$ cat src/rtl/fpu_pkg.sv
// Shared constants, state encoding and NaN helper for the min/max reduction engine.
package fpu_pkg;

  localparam int unsigned EXP_W  = 8;
  localparam int unsigned FRAC_W = 23;
  localparam int unsigned FP_W   = 1 + EXP_W + FRAC_W;

  localparam logic [FP_W-1:0] CANON_NAN = 32'hFFC00000;
  localparam logic            FMAX      = 1'b1;
  localparam logic            FMIN      = 1'b0;

  typedef enum logic [1:0] {
    IDLE,
    ACCUM,
    DONE
  } state_e;

  // Exponent all ones with a nonzero fraction; infinities are not NaN.
  function automatic logic is_nan(input logic [FP_W-1:0] x);
    return (x[FRAC_W +: EXP_W] == {EXP_W{1'b1}}) && (x[FRAC_W-1:0] != '0);
  endfunction

endpackage

$ cat src/rtl/fp_minmax_cmp.sv
// Combinational IEEE-754 single-precision max/min of two operands; ties return a.
module fp_minmax_cmp
  import fpu_pkg::*;
#(
  parameter logic [31:0] NanVal = 32'hFFC00000
) (
  input  logic [31:0] a,
  input  logic [31:0] b,
  input  logic        mode,
  output logic [31:0] y
);

  logic        sign_a;
  logic        sign_b;
  logic [30:0] mag_a;
  logic [30:0] mag_b;
  logic        a_nan;
  logic        b_nan;
  logic        a_gt;
  logic        b_gt;

  assign sign_a = a[FP_W-1];
  assign sign_b = b[FP_W-1];
  // Exponent sits above fraction, so an unsigned compare orders magnitudes.
  assign mag_a  = a[FP_W-2:0];
  assign mag_b  = b[FP_W-2:0];
  assign a_nan  = is_nan(a);
  assign b_nan  = is_nan(b);

  // Decide which operand is numerically larger, then select per mode.
  always_comb begin
    a_gt = 1'b0;
    b_gt = 1'b0;
    if (sign_a != sign_b) begin
      a_gt = ~sign_a;
      b_gt = sign_a;
    end else if (!sign_a) begin
      a_gt = mag_a > mag_b;
      b_gt = mag_b > mag_a;
    end else begin
      a_gt = mag_a < mag_b;
      b_gt = mag_b < mag_a;
    end

    if (a_nan || b_nan) begin
      y = NanVal;
    end else if (mode == FMAX) begin
      y = b_gt ? b : a;
    end else begin
      y = a_gt ? b : a;
    end
  end

endmodule

$ cat src/rtl/fpu_minmax_reduce.sv
// Streaming max/min reduction over a packet of single-precision values, one result per packet.
module fpu_minmax_reduce #(
  parameter int unsigned CNT_W     = 16,
  parameter logic [31:0] CANON_NAN = fpu_pkg::CANON_NAN
) (
  input  logic             clk,
  input  logic             rst,
  input  logic             mode,
  input  logic             in_valid,
  output logic             in_ready,
  input  logic [31:0]      in_data,
  input  logic             in_last,
  output logic             out_valid,
  input  logic             out_ready,
  output logic [31:0]      out_data,
  output logic             out_nan,
  output logic [CNT_W-1:0] out_count
);

  import fpu_pkg::state_e;
  import fpu_pkg::IDLE;
  import fpu_pkg::ACCUM;
  import fpu_pkg::DONE;
  import fpu_pkg::is_nan;

  state_e           state_q, state_d;
  logic [31:0]      acc_q, acc_d;
  logic             nan_q, nan_d;
  logic [CNT_W-1:0] cnt_q, cnt_d;
  logic             mode_q, mode_d;

  logic        in_fire;
  logic        out_fire;
  logic [31:0] cmp_y;

  fp_minmax_cmp #(
    .NanVal(CANON_NAN)
  ) u_cmp (
    .a   (acc_q),
    .b   (in_data),
    .mode(mode_q),
    .y   (cmp_y)
  );

  // Handshake and result outputs; reset masks them so a pending result is never seen.
  always_comb begin
    in_ready  = !rst && (state_q != DONE);
    out_valid = !rst && (state_q == DONE);
    out_data  = '0;
    out_nan   = 1'b0;
    out_count = '0;
    if (out_valid) begin
      out_data  = nan_q ? CANON_NAN : acc_q;
      out_nan   = nan_q;
      out_count = cnt_q;
    end
  end

  assign in_fire  = in_valid && in_ready;
  assign out_fire = out_valid && out_ready;

  // Next-state: first element seeds the accumulator, later ones fold through the comparator.
  always_comb begin
    state_d = state_q;
    acc_d   = acc_q;
    nan_d   = nan_q;
    cnt_d   = cnt_q;
    mode_d  = mode_q;
    unique case (state_q)
      IDLE: begin
        if (in_fire) begin
          mode_d  = mode;
          acc_d   = in_data;
          nan_d   = is_nan(in_data);
          cnt_d   = CNT_W'(1);
          state_d = in_last ? DONE : ACCUM;
        end
      end
      ACCUM: begin
        if (in_fire) begin
          acc_d   = cmp_y;
          nan_d   = nan_q | is_nan(in_data);
          cnt_d   = (cnt_q == {CNT_W{1'b1}}) ? cnt_q : cnt_q + CNT_W'(1);
          state_d = in_last ? DONE : ACCUM;
        end
      end
      DONE: begin
        if (out_fire) begin
          state_d = IDLE;
        end
      end
      default: state_d = IDLE;
    endcase
  end

  // State registers with synchronous reset.
  always_ff @(posedge clk) begin
    if (rst) begin
      state_q <= IDLE;
      acc_q   <= '0;
      nan_q   <= 1'b0;
      cnt_q   <= '0;
      mode_q  <= 1'b0;
    end else begin
      state_q <= state_d;
      acc_q   <= acc_d;
      nan_q   <= nan_d;
      cnt_q   <= cnt_d;
      mode_q  <= mode_d;
    end
  end

  // An element must never be taken while a result is waiting.
  always @(posedge clk) begin
    if (!rst) begin
      assert (!(in_fire && state_q == DONE));
    end
  end

endmodule

$ cat config.mk
export PLATFORM = sky130hd
export DESIGN_NAME = fpu_minmax_reduce
export DESIGN_NICKNAME = d
export VERILOG_FILES = /design/src/rtl/fpu_pkg.sv /design/src/rtl/fp_minmax_cmp.sv /design/src/rtl/fpu_minmax_reduce.sv
export SDC_FILE = /design/constraint.sdc
export NUM_CORES = 1
export LEC_CHECK = 0
export CAP_MARGIN = 15
export CORE_MARGIN = 2
export CORE_UTILIZATION = 45
export DETAILED_ROUTE_END_ITERATION = 8
export GPL_TIMING_DRIVEN = 0
export PLACE_DENSITY = 0.77
export RECOVER_POWER = 25
export SYNTH_ARGS = -nofsm -noshare
export SYNTH_HDL_FRONTEND = slang
export SYNTH_SLANG_ARGS = --single-unit
$ cat constraint.sdc
create_clock -name clk -period 2.6 [get_ports clk]
set_clock_uncertainty 0.2 [all_clocks]
set_input_delay 0.39 -clock clk [delete_from_list [all_inputs] [get_ports clk]]
set_output_delay 0.39 -clock clk [all_outputs]
set_load 0.01 [all_outputs]
==> results.txt <==
Status -> finished, violations left
Violations in the final reports -> setup timing
DR iter-0 viols -> 308
Critical path's slowest cell -> nor4_1
Top-area cell type share of the netlist area -> 28.71%
Final Setup Violations -> 49
Synth top cells by count -> dfxtp_1, inv_1, ha_1, nor2_1
DP HPWL -> 8131 µm
Clock Sinks -> 52
Root buf cell -> clkbuf_8
Fin util -> 74.98%
Vias in the first global route -> 4214
Die Span X -> 93.77 µm
Clock insertion delay at the later pin of the skew report -> 0.32 ns
Max_cap viols -> 0
Starting Density -> 46.68%
Worst-path clk slew -> 0.11 ns
Total number of vias -> 4252
Syn Area/Cell -> 7.952 µm²
Slew @ Worst Pin -> 0.7664 ns
Ratio of cells with drive above 1 in the final layout -> 34.43%
Seq/Total Area, Yosys -> 28.71%
Yosys top cell by area -> dfxtp_1
PD cells -> 401.9 nW/µm²
Post-synth net total -> 526
Tcrit/Tclk final -> 113.1%
Critical Path RT -> 2.58 ns
N_diodes -> 0
Total Routing Usage GR -> 29.03%
Startpoint types -> input pin
Critical path class -> in -> reg
CP Max Fanout -> 4
Max-slew headroom -> 48.91%
Rows -> 32
Largest net degree at the start of global routing -> 17
Cell family with most CP delay -> simple AND/OR/NAND/NOR gates
Ys async rst share -> 0%
Mapped Cells -> 456
Final Hold Fails -> 0
CTS tree -> yes
Most frequent cell after synthesis -> dfxtp_1
DR pass1 iterations -> 4
WP data arrival -> 2.92 ns
First-pass GRT wire length -> 20410 µm
Core area -> 7767 µm²
Final wirelength -> 14310 µm
Synthesized area -> 3626 µm²
RD Place Congestion -> 0.8999
RSZ-0062 raised after global routing -> yes
Final WS setup -> -0.3410 ns
EDFF count, synth -> 0
CTS buffer count -> 5
Max-slew violations -> 0
Synth top area cells -> dfxtp_1, ha_1, o41ai_1
# DRC -> 0
Netlist cell types -> 51
Remaining antenna violation count after routing -> 0
Fmax achieved -> 340.0 MHz
Post-synth top flop -> dfxtp_1
Drt wl/cell -> 21.14 µm
Leakage power -> 0.002389 µW
Yosys warns -> 0
Total number of H-tree levels -> 2
Worst path depth -> 12
Hold path depth -> 3
Path depth of the worst reg2reg path -> 11
CTS max path bufs -> 2
TNS Setup -> -8.155 ns
Hold Path Class -> in -> reg
Seq cells post-synth -> 52
Cell Chain, Critical Path -> dlygate4sd2_1 > inv_1 > ha_1 > nand4_1 > nor3_4 > o31a_1 > o211a_1 > a2111oi_4 > buf_6 > buf_4 > nor4_1 > nor3_1
Die height -> 93.77 µm
Area Overhead vs Synth -> 60.63%
IO buf count -> 88
Peak VDD IR -> 0.0003041 V
CP endpoint kind -> flop
Die area -> 8792 µm²
Initial antenna violation count -> 0
Crit path buf inv count -> 4
Vias/cell -> 6.281
Min Tclk post-route -> 2.941 ns
Worst stage delay on the critical path -> 0.39 ns
Nets -> 644
IO Pins -> 89
Total gr overflow -> 0
-- metal layers --
layer  wire, µm  vias up  share of wire, %  GRT usage (%)
li1           -     1904                 -              -
met1       5458     2033                38          35.41
met2       7178      245                50          50.36
met3        984       70               6.9          4.334
met4        688        0               4.8          12.80
met5          0        -                 0              0
-- report_power, final --
group	internal [µW]	total (µW)	switching, µW
registers	872	973	101
logic	426	879	453
clock network	193	489	296
-- path summary, 6_finish.rpt --
path	start	slack [ns]	end
max	in_data[12]	-0.34	acc_q[23]
min	in_data[25]	0.20	acc_q[25]
max reg2reg	acc_q[18]	-0.32	acc_q[11]
min reg2reg	cnt_q[1]	0.32	cnt_q[1]
-- worst reg2reg max path, delay by kind of cell, from the launching register on --
family | cells | cell delay [ns]
adders and majority gates | 1 | 0.27
buffers and inverters | 4 | 0.63
and+or+nand+nor | 3 | 0.76
AOI/OAI and AO/OA | 3 | 0.58
DFF | 1 | 0.39
-- metrics by stage --
| stage | power [µW] | std cells | setup slack, ns | area [µm²] | hold WS [ns] |
|---|---|---|---|---|---|
| detailed placement | 1481 | 646 | -1.129 | 4648 | 0.3029 |
| finish | 2341 | 677 | -0.3410 | 5824 | 0.1980 |
| global route | 2428 | 677 | -0.3599 | 5824 | 0.2414 |
| global placement | 1460 | 646 | -1.082 | 4648 | 0.2911 |
| CTS | 2178 | 671 | 0.00006484 | 5547 | 0.1732 |
| floorplan | 1282 | 456 | -0.02472 | 3640 | 0.2670 |
-- cells in the final DEF (no fill, tap or decap), types with 17 or more instances in the layout --
master,synthesis,layout
and2_1,17,17
and3_1,24,24
buf_4,1,19
clkdlybuf4s50_1,0,35
dfxtp_1,52,37
dlygate4sd2_1,0,37
ha_4,0,20
inv_2,0,19
nand2_1,26,24
nor2_1,31,30
nor2b_1,21,21
o41ai_2,0,19
-- cells by family (layout without fill, tap and decap cells) --
kind of cell | Yosys count | in the layout | share of synthesized area (%)
compound gates | 105 | 105 | 19.74
xor+xnor | 16 | 16 | 3.865
fa+ha+maj | 32 | 32 | 11.04
buf+inv | 64 | 183 | 7.039
flops | 52 | 52 | 28.71
simple gates | 187 | 187 | 29.61
-- registers in the layout, summed over array words and instances (netlist names) --
register	cells
mode_q	1
acc_q	32
state_q	2
nan_q	1
cnt_q	16
-- cell type report --
type,instances,area [µm²]
tap,102,127.6
clock inverter,2,16.27
multi-input combinational,340,3078
clock buffer,6,72.57
inverter,35,131.4
timing repair buffer,111,1057
fill,537,1943
sequential,52,1072
buffer,29,269.0
-- repair_timing --
action | CTS | global route
pin swaps | 34 | 18
buffers inserted | 13 | 5
hold buffers | 0 | 0
endpoints found under the setup margin | 91 | 64
gates resized for setup | 238 | 63
gates cloned | 4 | 1
Note: power is estimated with default switching activity, not from simulation.
